**src/rtl/tuner_phy_ctrl_arb_multi.sv**
```systemverilog
// Round-robin arbiter sharing one tuner DAC and one power detector among NUM_CH
// search/lock controllers; each grant runs INIT -> TUNE -> SYNC -> COMMIT.
module tuner_phy_ctrl_arb_multi #(
    parameter int NUM_CH         = 2,
    parameter int CODE_WIDTH     = 8,
    parameter int PWR_WIDTH      = 8,
    parameter int SETTLE_CYCLES  = 4,
    parameter int TIMEOUT_CYCLES = 64
) (
    input  logic                         clk,
    input  logic                         rst_n,
    input  logic [NUM_CH-1:0]            ch_req,
    input  logic [NUM_CH*CODE_WIDTH-1:0] ch_code,
    input  logic [NUM_CH-1:0]            ch_commit,
    output logic [NUM_CH-1:0]            ch_gnt,
    output logic [NUM_CH-1:0]            ch_pwr_valid,
    output logic [PWR_WIDTH-1:0]         ch_pwr,
    output logic [CODE_WIDTH-1:0]        tuner_code,
    output logic                         tuner_code_valid,
    input  logic [PWR_WIDTH-1:0]         pwr_in,
    input  logic                         pwr_valid_in,
    output logic [1:0]                   arb_state,
    output logic                         err_timeout
);

    localparam int IDX_W = $clog2(NUM_CH);
    localparam int CNT_W = $clog2(TIMEOUT_CYCLES + 1);
    localparam logic [CNT_W-1:0] SETTLE_CNT  = CNT_W'(SETTLE_CYCLES);
    localparam logic [CNT_W-1:0] TIMEOUT_CNT = CNT_W'(TIMEOUT_CYCLES);
    localparam logic [IDX_W-1:0] LAST_CH     = IDX_W'(NUM_CH - 1);

    typedef enum logic [1:0] {
        S_INIT   = 2'd0,
        S_TUNE   = 2'd1,
        S_SYNC   = 2'd2,
        S_COMMIT = 2'd3
    } state_t;

    state_t             state;
    logic [IDX_W-1:0]   rr_ptr;
    logic [IDX_W-1:0]   win_idx;
    logic [CNT_W-1:0]   sync_cnt;

    logic               pick_found;
    logic [IDX_W-1:0]   pick_idx;
    logic [CODE_WIDTH-1:0] pick_code;
    int                 pick_pos;

    logic               win_req;
    logic               win_commit;
    logic [IDX_W-1:0]   next_ptr;
    logic [CNT_W-1:0]   cnt_inc;
    logic               sample_ok;

    function automatic logic [NUM_CH-1:0] one_hot(input logic [IDX_W-1:0] idx);
        one_hot = NUM_CH'(1) << idx;
    endfunction

    // Scan from the highest offset down so the nearest requester at or after
    // rr_ptr is the one left standing.
    always_comb begin
        pick_found = 1'b0;
        pick_idx   = '0;
        pick_pos   = 0;
        for (int k = NUM_CH - 1; k >= 0; k--) begin
            pick_pos = (int'(rr_ptr) + k) % NUM_CH;
            if (ch_req[IDX_W'(pick_pos)]) begin
                pick_found = 1'b1;
                pick_idx   = IDX_W'(pick_pos);
            end
        end
    end

    always_comb begin
        pick_code = '0;
        for (int i = 0; i < NUM_CH; i++) begin
            if (pick_idx == IDX_W'(i)) begin
                pick_code = ch_code[i*CODE_WIDTH +: CODE_WIDTH];
            end
        end
    end

    assign win_req    = ch_req[win_idx];
    assign win_commit = ch_commit[win_idx];
    assign next_ptr   = (win_idx == LAST_CH) ? '0 : win_idx + IDX_W'(1);
    assign cnt_inc    = (sync_cnt == TIMEOUT_CNT) ? sync_cnt : sync_cnt + CNT_W'(1);
    assign sample_ok  = pwr_valid_in && (sync_cnt >= SETTLE_CNT);
    assign arb_state  = state;

    always_ff @(posedge clk or negedge rst_n) begin
        if (!rst_n) begin
            state            <= S_INIT;
            rr_ptr           <= '0;
            win_idx          <= '0;
            sync_cnt         <= '0;
            ch_gnt           <= '0;
            ch_pwr_valid     <= '0;
            ch_pwr           <= '0;
            tuner_code       <= '0;
            tuner_code_valid <= 1'b0;
            err_timeout      <= 1'b0;
        end else begin
            tuner_code_valid <= 1'b0;
            ch_pwr_valid     <= '0;
            err_timeout      <= 1'b0;

            case (state)
                S_INIT: begin
                    if (pick_found) begin
                        win_idx          <= pick_idx;
                        tuner_code       <= pick_code;
                        tuner_code_valid <= 1'b1;
                        ch_gnt           <= one_hot(pick_idx);
                        state            <= S_TUNE;
                    end
                end

                S_TUNE: begin
                    if (!win_req) begin
                        ch_gnt <= '0;
                        rr_ptr <= next_ptr;
                        state  <= S_INIT;
                    end else begin
                        sync_cnt <= '0;
                        state    <= S_SYNC;
                    end
                end

                S_SYNC: begin
                    sync_cnt <= cnt_inc;
                    if (!win_req) begin
                        ch_gnt <= '0;
                        rr_ptr <= next_ptr;
                        state  <= S_INIT;
                    end else if (sample_ok) begin
                        // A sample on the timeout cycle still wins.
                        ch_pwr       <= pwr_in;
                        ch_pwr_valid <= ch_gnt;
                        state        <= S_COMMIT;
                    end else if (cnt_inc == TIMEOUT_CNT) begin
                        err_timeout <= 1'b1;
                        ch_gnt      <= '0;
                        rr_ptr      <= next_ptr;
                        state       <= S_INIT;
                    end
                end

                S_COMMIT: begin
                    if (!win_req || win_commit) begin
                        ch_gnt <= '0;
                        rr_ptr <= next_ptr;
                        state  <= S_INIT;
                    end
                end

                default: begin
                    ch_gnt <= '0;
                    state  <= S_INIT;
                end
            endcase
        end
    end

endmodule
```
**config.mk**
```make
export PLATFORM = sky130hd
export DESIGN_NAME = tuner_phy_ctrl_arb_multi
export DESIGN_NICKNAME = d
export VERILOG_FILES = /design/src/rtl/tuner_phy_ctrl_arb_multi.sv
export SDC_FILE = /design/constraint.sdc
export NUM_CORES = 1
export LEC_CHECK = 0
export CORE_ASPECT_RATIO = 1.75
export CORE_MARGIN = 5
export CORE_UTILIZATION = 45
export CTS_CLUSTER_SIZE = 16
export DETAILED_ROUTE_END_ITERATION = 8
export GPL_ROUTABILITY_DRIVEN = 0
export PLACE_DENSITY = 0.8
export SLEW_MARGIN = 20
export SYNTH_ARGS = -nofsm -noshare
export SYNTH_HDL_FRONTEND = slang
export SYNTH_SLANG_ARGS = --single-unit
```
**constraint.sdc**
```tcl
create_clock -name clk -period 2.8 [get_ports clk]
set_input_delay 0.56 -clock clk [delete_from_list [all_inputs] [get_ports clk]]
set_output_delay 0.56 -clock clk [all_outputs]
set_load 0.1 [all_outputs]
```
# After elaboration in Yosys (flattened, before gate mapping)
# Index checks and enable logic that the tools add are counted.
[totals]
reg_bits = 33
word_cells = 86
mem_count = 0
out_inout_bits = 24
mem_bits_ro = 0
input_bits = 31
mem_bits_rw = 0
latchBits = 0
[classes]
bitwise = 0
muxes = 44
order_cmp = 4
mul = 0
div = 0
shifts = 1
n_eq_ne = 12
n_reduce_logical = 12
addsub = 3
[op_table]
columns = ["operator", "n"]
rows = [
  ["$mux W2", 13],
  ["$mux W1", 24],
  ["$pmux W2 S4", 2],
  ["$eq A7 B7 Y1 const B", 2],
  ["$mux W7", 2],
  ["$pmux W7 S2", 1],
  ["$reduce_and A5 Y1", 2],
  ["$mux W8", 1],
  ["$ne A2 B2 Y1 const B", 4],
  ["$add A7 B1 Y7 const B", 1],
  ["$ge A7 B3 Y1 const B", 1],
  ["$lt A1 B3 Y1 const B", 2],
  ["$ne A3 B3 Y1 const B", 2],
  ["$reduce_and A3 Y1", 2],
  ["$eq A2 B2 Y1 const B", 2],
  ["$ne A4 B4 Y1 const B", 1],
  ["$reduce_and A2 Y1", 2],
  ["$pmux W1 S3", 1],
  ["$reduce_bool A3 Y1", 1],
  ["$add A1 B1 Y1 const B", 2],
  ["$eq A2 B1 Y1 const B", 1],
  ["$logic_not A2 Y1", 1],
  ["$lt A1 B2 Y1 const B", 1],
  ["$reduce_bool A2 Y1", 1],
  ["4 further kinds", 4],
]

# Longest topological paths before layout
# Gate-level depths: netlist of the first run.
[depth]
depth_word = 9
ltp_mapped = 6
mapped_depth_nobuf = 6

# Least setup slack after synthesis of the first run
# No wires, ideal clock.
[synth_path]
path_type = "flip-flop to flip-flop"
start = "reg state[1], in the netlist arb_state[1]"
end = "reg ch_pwr[2]"
t_required_ps = 2675
setup_time_ps = 125
path_stages_with_launch = 5
n_path_buf = 1
period_less_slack_ps = 2375
t_arrival_ps = 2249
slack_ps = 425
path_cell_list = "dfrtp_1 > nor2b_1 > o2111a_1 > buf_1 > mux2_2"
[synth_via]
elab_chain_len = 2
[synth_rtl]
columns = ["element", "line_no", "rtl"]
rows = [
  ["start, declared", "39", "state_t state;"],
  ["start signal, assigned", "92", "state <= S_INIT;"],
  ["start signal, assigned", "114", "state <= S_TUNE;"],
  ["start signal, assigned", "122", "state <= S_INIT;"],
  ["$eq A2 B2 Y1", "107", "case (state)"],
  ["$reduce_and A3 Y1 (no source line)", "-", ""],
  ["end signal, assigned", "137", "ch_pwr <= pwr_in;"],
  ["end, declared", "17", "output logic [PWR_WIDTH-1:0] ch_pwr,"],
]
# No other way between the ends.
# A chain may end at the register's enable or synchronous reset.

# Worst setup path after layout of the first run
[layout_path]
start = "reg sync_cnt[1]"
end = "reg ch_gnt[1]"
[layout_via]
elab_chain_len = 5
elab_cells_between_ends = 9
cone_classes = "1 x add/sub; 1 x order compare; 4 x eq/ne; 1 x mux; 2 x reduce/logical"
[layout_rtl]
columns = ["element", "line_no", "rtl"]
rows = [
  ["start, declared", "42", "logic [CNT_W-1:0] sync_cnt;"],
  ["start signal, assigned", "130", "sync_cnt <= cnt_inc;"],
  ["$add A7 B1 Y7 / $eq A7 B7 Y1 (equally long branches)", "86", "assign cnt_inc = (sync_cnt == TIMEOUT_CNT) ? sync_cnt : sync_cnt + CNT_W'(1);"],
  ["$mux W7", "86", ""],
  ["$eq A7 B7 Y1", "140", "end else if (cnt_inc == TIMEOUT_CNT) begin"],
  ["$ne A3 B3 Y1 (no source line)", "-", ""],
  ["$reduce_and A5 Y1 (no source line) *", "-", ""],
  ["end signal, assigned", "113", "ch_gnt <= one_hot(pick_idx);"],
  ["end, declared", "15", "output logic [NUM_CH-1:0] ch_gnt,"],
]
# Every way passes the cells marked *; elsewhere a longest branch is shown, timed or not.

==> results of run 1 <==
cells by family after synthesis:
group	synth area share
mux	0.110
compound gates	0.172
buf+inv	0.0364
fa+ha+maj	0.0152
simple gates	0.149
flops	0.501
xor+xnor	0.0159
metal layers:
layer  up-vias  global-route usage  wire length, um
li1        679                   -                -
met2        67               0.308             2240
met4         0              0.0811              117
met1       707               0.172             1420
met5         -                   0                0
met3        12              0.0544              319
through the flow:
stage               setup WS, ps  utilization  hold slack (ps)  area (um2)
detailed placement           336        0.604              499        2170
finish                       384        0.633              511        2270
floorplan                    425            -              264        1650
global route                 313        0.633              536        2270
global placement             419        0.604              490        2170
CTS                          416        0.633              514        2270
cell type report:
| type | instances | area (um2) | area share |
|---|---|---|---|
| repair buffers | 57 | 503 | 0.221 |
| multi-input cells | 108 | 762 | 0.335 |
| clock buffers | 7 | 96.3 | 0.0424 |
| flip-flops and latches | 33 | 826 | 0.363 |
| inverters | 6 | 22.5 | 0.00991 |
| clock inverters | 1 | 5.00 | 0.00220 |
| well taps | 46 | 57.6 | 0.0253 |
flip-flops by register name (all words and copies together), names as in the netlist:
signal / flops
ch_pwr_valid: 2
rr_ptr: 1
sync_cnt: 7
tuner_code: 8
ch_pwr: 8
tuner_code_valid: 1
arb_state: 2
win_idx: 1
ch_gnt: 2
err_timeout: 1
worst max-delay path by stage:
stage,to,slack [ps]
2_1_floorplan,ch_pwr[2],430
3_3_place_gp,rr_ptr,420
3_5_place_dp,rr_ptr,340
4_1_cts,ch_gnt[1],420
5_1_grt,ch_gnt[0],310
6_report,ch_gnt[1],380
cell usage in the layout, fill, tap and decap left out, drive strengths merged, types with 2 or more instances in the layout:
master         instances
xnor2                  2
clkdlybuf4s50         30
inv                    6
o2111ai                2
a211oi                 2
dfrtp                 33
o21ai                  8
ha                     2
nand3b                 3
nand2                  9
mux2                   9
nor2                  12
a21oi                 12
nor2b                  3
clkbuf                 7
mux2i                  8
a32o                   5
buf                   27
and2                   2
nand3                  5
a21o                   2
or3                    3
==> run_results.csv, run 1 <==
group,metric,value,unit
outcome,status,"complete, no violations",
logic_synthesis,yosys.area.top_type,"dfrtp_1",
worst_hold_path,whs_path_depth,1,
clock_network,holdBufCountCts,0,
setup_path,critical_path.reg2reg.startpoint,"sync_cnt[1]",
setup_path,critPathSlowestCell,"dfrtp_1",
placement,dp.cells,250,
logic_synthesis,syn_area,0.00165,mm2
setup_path,path_buf_inv,0,
global_route,grt_pass1_vias,1529,
timing,clock.fmax,414,MHz
logic_synthesis,syn-num-nets,187,
clock_network,cts_setup_buffers,0,
global_route,antenna_found_initial,0,
global_route,grt_overflow,0,
setup_path,reg2reg_slack,380,ps
setup_path,worstPathRequired,2960,ps
setup_path,cpPeakStageDelay,430,ps
run,maxCapViolCount,0,
setup_path,cp.depth,6,
clock_network,numCtsBuffers,5,
cells_and_area,area_growth,37.9,%
clock_network,cts_max_level,2,
global_route,grt_max_degree,34,
logic_synthesis,postSynthAreaPerCell,10.7,um2
timing,fin_crit_sh,0.863,
die,start_util,0.459,
logic_synthesis,synth.top_cell.area_share,0.501,
logic_synthesis,synthFlopType,"dfrtp_1",
logic_synthesis,synth-edff-count,0,
setup_path,critPathMostFrequentCell,"or3_1",
clock_network,cts_tree,"yes",
routing,vias,1465,
logic_synthesis,synth-seq-area-share,0.501,
routing,drt_iter0_drc,47,
placement,hpwlAfterDp,3.19,mm
timing,skew,8.06,ps
routing,drcViolationCount,0,
setup_path,worstReg2RegEnd,"ch_gnt[1]",
routing,viasPerCell,5.68,
die,fp.dieW,55.7,um
logic_synthesis,synth_seq_cells,33,
logic_synthesis,yosysMostFrequentCell,"dfrtp_1",
logic_synthesis,syn_inst,154,
clock_network,cts.clk_slew.worst_paths,70,ps
timing,finalHoldViolations,0,
global_route,grt_pass1_wl,6.95,mm
timing,fin_crit,2420,ps
worst_hold_path,hp-class,"flip-flop to flip-flop",
setup_path,critPathCaptureType,"flip-flop",
routing,wl,4.09,mm
timing,worst_pin_slew,540,ps
clock_network,clock_sinks,33,
worst_hold_path,min_from,"ch_pwr[2]",
timing,setup_viol,0,
setup_path,arrival,2580,ps
die,core_area,0.00359,mm2
logic_synthesis,ys_warn_count,0,
setup_path,path_class,"flip-flop to flip-flop",
logic_synthesis,async_flop_share,1.00,
timing,rsz0062_at_grt,"false",
routing,postRouteAntennaNets,0,
cells_and_area,final.fill_count,299,
routing,detail_route.wl_per_cell,15.9,um
setup_path,rr_worst_depth,6,
timing,relSlewSlack,0.640,
cells_and_area,fin_nets,244,
die,fp.dieH,90.1,um
clock_network,root_buffer,"clkbuf_8",
clock_network,post_cts_resized,0,
clock_network,clkLatencyLatePin,280,ps
placement,io_buffer_count,54,
cells_and_area,n_antenna_cell,0,
logic_synthesis,netlist_top_cells_area,"dfrtp_1 50%, mux2_2 6.2%, mux2i_1 4.9%",
setup_path,crit_path_start_kind,"flip-flop",
clock_network,clockBufferDepth,2,
die,io_pins,55,
setup_path,path_delay_family,"simple AND/OR/NAND/NOR gates",
timing,tns,0,ps
logic_synthesis,ys_types,43,
global_route,grt.total_usage,0.171,
cells_and_area,drive_gt1_frac,0.226,
cells_and_area,final_cells,258,
setup_path,cp_cell_sequence,"ha_1 -> nand3_2 -> or3_1 -> a221o_1 -> or3_1 -> a32o_1",
setup_path,cp-startpoint,"sync_cnt[1]",
die,dieArea,0.00502,mm2
routing,firstDrtPassIters,4,
setup_path,crit_path_max_fanout,6,
timing,drv_slew,0,
worst_hold_path,holdPathEnd,"ch_pwr[2]",
logic_synthesis,netlist_top_cells_count,"33 x dfrtp_1, 12 x a21oi_1, 12 x nor2_1, 9 x mux2_2, 9 x nand2_1",
die,rows,29,
Power of run 1 is not shown: default switching activity piles up to over one toggle a cycle in this logic, so the estimate is an artifact.
==> run 2, diff against run 1 <==
--- a/config.mk
+++ b/config.mk
@@ -11,7 +11,7 @@
 export CTS_CLUSTER_SIZE = 16
 export DETAILED_ROUTE_END_ITERATION = 8
 export GPL_ROUTABILITY_DRIVEN = 0
-export PLACE_DENSITY = 0.8
+export PLACE_DENSITY = 0.83
 export SLEW_MARGIN = 20
 export SYNTH_ARGS = -nofsm -noshare
 export SYNTH_HDL_FRONTEND = slang
==> run_results.csv, run 2 (synthesized netlist as in run 1, its figures left out) <==
group,metric,value,unit
clock_network,root_buffer,"clkbuf_8",
timing,tns,0,ps
die,fp.dieH,90.1,um
timing,skew,5.21,ps
timing,finalHoldViolations,0,
placement,io_buffer_count,54,
cells_and_area,final_cell_area,0.00229,mm2
cells_and_area,drive_gt1_frac,0.222,
routing,drt_iter0_drc,31,
die,start_util,0.459,
routing,postRouteAntennaNets,0,
placement,hpwlAfterDp,2.85,mm
clock_network,numCtsBuffers,5,
global_route,grt.met2_usage,0.278,
setup_path,rr_worst_depth,6,
global_route,grt.total_usage,0.157,
setup_path,crit_path_start_kind,"flip-flop",
setup_path,arrival,2580,ps
clock_network,holdBufCountCts,0,
routing,viasPerCell,5.40,
cells_and_area,largest_registers,"ch_pwr: 8 flops, tuner_code: 8 flops, sync_cnt: 7 flops",
global_route,grt_use_met3,0.0473,
global_route,met1_usage,0.166,
timing,worst_pin_slew,530,ps
cells_and_area,final_common_cell,"dfrtp_1",
routing,detail_route.wl_per_cell,14.6,um
setup_path,worstPathRequired,2970,ps
cells_and_area,final_cell_mix,"33 x dfrtp_1, 30 x clkdlybuf4s50_1, 27 x buf_4",
die,io_pins,55,
die,rows,29,
clock_network,clkLatencyLatePin,280,ps
die,core_area,0.00359,mm2
setup_path,crit_path_max_fanout,6,
clock_network,cts_max_level,2,
routing,wl,3.76,mm
setup_path,path_class,"flip-flop to flip-flop",
cells_and_area,fin_nets,244,
timing,fin_crit_sh,0.861,
clock_network,cts_setup_buffers,0,
worst_hold_path,whs_path_depth,1,
clock_network,clockBufferDepth,2,
timing,setup_viol,0,
cells_and_area,area_growth,38.8,%
outcome,status,"complete, no violations",
placement,placed_area,0.00217,mm2
global_route,antenna_found_initial,0,
clock_network,clock_sinks,33,
timing,fin_crit,2410,ps
global_route,grt_overflow,0,
clock_network,cts.clk_slew.worst_paths,70,ps
timing,drv_slew,0,
global_route,grt_pass1_wl,6.35,mm
clock_network,cts_tree,"yes",
run,maxCapViolCount,0,
clock_network,post_cts_resized,0,
worst_hold_path,hp-class,"flip-flop to flip-flop",
global_route,grt_max_degree,34,
routing,firstDrtPassIters,4,
setup_path,critPathCaptureType,"flip-flop",
routing,vias,1393,
timing,relSlewSlack,0.647,
die,dieArea,0.00502,mm2
cells_and_area,n_antenna_cell,0,
global_route,busiest_layer,"met2",
routing,drcViolationCount,0,
timing,clock.fmax,415,MHz
timing,rsz0062_at_grt,"false",
global_route,grt_pass1_vias,1426,
die,fp.dieW,55.7,um
run 2: cell types whose count changed in the layout (fill, tap and decap cells not counted):
| cell | delta |
|---|---|
| clkbuf_8 | -1 |
| clkbuf_1 | +1 |
| clkinv_2 | -1 |
| bufinv_16 | +1 |
run 2: critical path, cell delays in order, from the launching register on:
cell	delay (ps)
dfrtp_1	430
ha_1	300
nand3_2	120
or3_1	380
a221o_1	400
or3_1	420
a32o_1	260
run 2: final timing paths:
path	startpoint	end	slack (ps)
min in group asynchronous	rst_n	ch_pwr[1]	680
max in group asynchronous	rst_n	tuner_code[6]	1830
min reg2reg	ch_pwr[5]	ch_pwr[5]	510
min	ch_pwr[5]	ch_pwr[5]	510
max	sync_cnt[1]	ch_gnt[1]	390
max reg2reg	sync_cnt[1]	ch_gnt[1]	390
run 2: per-layer routing:
metal  up-vias  wire length, um
met5         -                0
met4         0               86
met3         8              229
met2        44             2050
met1       669             1400
li1        672                -
run 2: cell type report:
| type | instances | area [um2] |
|---|---|---|
| fill | 295 | 1310 |
| sequential | 33 | 826 |
| multi-input combinational | 108 | 762 |
| timing repair buffer | 57 | 503 |
| clock buffer | 7 | 86.3 |
| tap | 46 | 57.6 |
| clock inverter | 1 | 30.0 |
| inverter | 6 | 22.5 |
run 2: through the flow:
stage	hold slack, ps	cells	util	setup WS (ps)
detailed placement	501	250	0.604	348
global placement	492	250	0.604	389
floorplan	264	154	-	425
CTS	516	258	0.637	391
global route	528	258	0.637	294
finish	513	258	0.637	389
Power of run 2 is left out for the same reason.
==> run 3, diff against run 2 <==
--- a/config.mk
+++ b/config.mk
@@ -6,9 +6,9 @@
 export NUM_CORES = 1
 export LEC_CHECK = 0
 export CORE_ASPECT_RATIO = 1.75
-export CORE_MARGIN = 5
+export CORE_MARGIN = 8
 export CORE_UTILIZATION = 45
-export CTS_CLUSTER_SIZE = 16
+export CTS_CLUSTER_SIZE = 25
 export DETAILED_ROUTE_END_ITERATION = 8
 export GPL_ROUTABILITY_DRIVEN = 0
 export PLACE_DENSITY = 0.83
==> run_results.csv, run 3 (synthesized netlist as in run 1, its figures left out) <==
group,metric,value,unit
outcome,status,"complete, no violations",
timing,rsz0062_at_grt,"false",
timing,fin_ws,374,ps
setup_path,critPathMostFrequentCell,"or3_1",
die,io_pins,55,
run,maxCapViolCount,0,
global_route,grt.total_usage,0.166,
die,fp.dieH,96.1,um
setup_path,critPathSlowestCell,"dfrtp_1",
setup_path,worstReg2RegEnd,"ch_gnt[1]",
global_route,grt_pass1_vias,1582,
timing,finalHoldViolations,0,
cells_and_area,fin_nets,244,
setup_path,crit_path_max_fanout,6,
setup_path,worstPathRequired,2960,ps
routing,drcViolationCount,0,
die,start_util,0.463,
routing,detail_route.wl_per_cell,16.9,um
worst_hold_path,whs_path_depth,1,
cells_and_area,largest_registers,"ch_pwr: 8 flops, tuner_code: 8 flops, sync_cnt: 7 flops",
placement,dp.cells,250,
cells_and_area,n_antenna_cell,0,
cells_and_area,final_cell_mix,"33 x dfrtp_1, 30 x clkdlybuf4s50_1, 27 x buf_4",
routing,vias,1450,
clock_network,cts_setup_buffers,0,
timing,clock.fmax,412,MHz
die,dieArea,0.00593,mm2
clock_network,clock_sinks,33,
timing,hold-worst-slack,509,ps
worst_hold_path,holdPathEnd,"ch_pwr[1]",
timing,fin_crit,2430,ps
die,core_area,0.00356,mm2
worst_hold_path,hp-class,"flip-flop to flip-flop",
setup_path,cpPeakStageDelay,440,ps
die,fp.dieW,61.7,um
routing,viasPerCell,5.66,
cells_and_area,final_common_cell,"dfrtp_1",
routing,postRouteAntennaNets,0,
global_route,grt_overflow,0,
clock_network,cts.clk_slew.worst_paths,60,ps
clock_network,cts_max_level,2,
clock_network,numCtsBuffers,5,
routing,wl,4.34,mm
routing,drt_iter0_drc,43,
cells_and_area,final.fill_count,320,
timing,tns,0,ps
clock_network,post_cts_resized,0,
die,rows,29,
clock_network,holdBufCountCts,0,
clock_network,clkLatencyLatePin,270,ps
cells_and_area,area_growth,36.2,%
setup_path,critical_path.reg2reg.startpoint,"sync_cnt[1]",
placement,preCtsSetupSlack,302,ps
setup_path,path_class,"flip-flop to flip-flop",
timing,skew,1.83,ps
setup_path,rr_worst_depth,6,
timing,setup_viol,0,
timing,worst_pin_slew,521,ps
placement,hpwlAfterDp,3.40,mm
setup_path,reg2reg_slack,370,ps
clock_network,clockBufferDepth,2,
placement,io_buffer_count,54,
timing,drv_slew,0,
cells_and_area,final_cells,256,
setup_path,crit_path_start_kind,"flip-flop",
routing,firstDrtPassIters,4,
setup_path,cp_cell_sequence,"ha_1 -> nand3_2 -> or3_1 -> a221o_1 -> or3_1 -> a32o_1",
global_route,grt_pass1_wl,7.45,mm
global_route,grt_max_degree,34,
setup_path,arrival,2590,ps
timing,relSlewSlack,0.652,
setup_path,critPathCaptureType,"flip-flop",
worst_hold_path,min_from,"ch_pwr[1]",
clock_network,root_buffer,"clkbuf_8",
timing,fin_crit_sh,0.867,
cells_and_area,drive_gt1_frac,0.219,
clock_network,cts_tree,"yes",
global_route,antenna_found_initial,0,
run 3: cell types whose count changed in the layout (fill, tap and decap cells not counted):
cell and change:
bufinv_16 -1, clkinv_2 +1, clkbuf_8 -1, clkbuf_1 -1
run 3: per-stage QoR:
step / utilization / cell area, um2
final: 0.631 / 2240
after global routing: 0.631 / 2240
after CTS: 0.631 / 2240
after detailed placement: 0.610 / 2170
after global placement: 0.610 / 2170
after floorplan: - / 1650
run 3: how the worst max path moves through the flow:
stage | slack [ps] | cells after the start | end | start
finish | 370 | 6 | ch_gnt[1] | sync_cnt[1]
CTS | 410 | 6 | ch_gnt[1] | sync_cnt[1]
floorplan | 430 | 4 | ch_pwr[2] | arb_state[1]
global placement | 410 | 6 | rr_ptr | ch_req[0]
detailed placement | 300 | 6 | rr_ptr | ch_req[0]
global route | 270 | 6 | ch_gnt[0] | sync_cnt[1]
run 3: area by class of cell:
class	count	area, um2	share of cell area
inverter	6	22.5	0.0100
multi-input combinational	108	762	0.339
clock inverter	1	5.00	0.00223
tap	46	57.6	0.0256
sequential	33	826	0.368
timing repair buffer	57	503	0.224
clock buffer	5	68.8	0.0307
run 3: layer usage:
layer / vias to the layer above / share of wire / wire length [um] / GRT usage
li1: 677 / - / - / -
met1: 694 / 0.36 / 1560 / 0.174
met2: 70 / 0.54 / 2360 / 0.291
met3: 9 / 0.074 / 320 / 0.0562
met4: 0 / 0.021 / 92 / 0.0593
met5: - / 0 / 0 / 0
run 3: worst max-delay path, delay by kind of cell, from the launching register on:
| kind | cells | cell delay, ps |
|---|---|---|
| AND/OR/NAND/NOR | 3 | 940 |
| flip-flops | 1 | 440 |
| AO/OA/AOI/OAI | 2 | 670 |
| adder cells (fa/ha/maj) | 1 | 270 |
Power of run 3 is left out for the same reason.
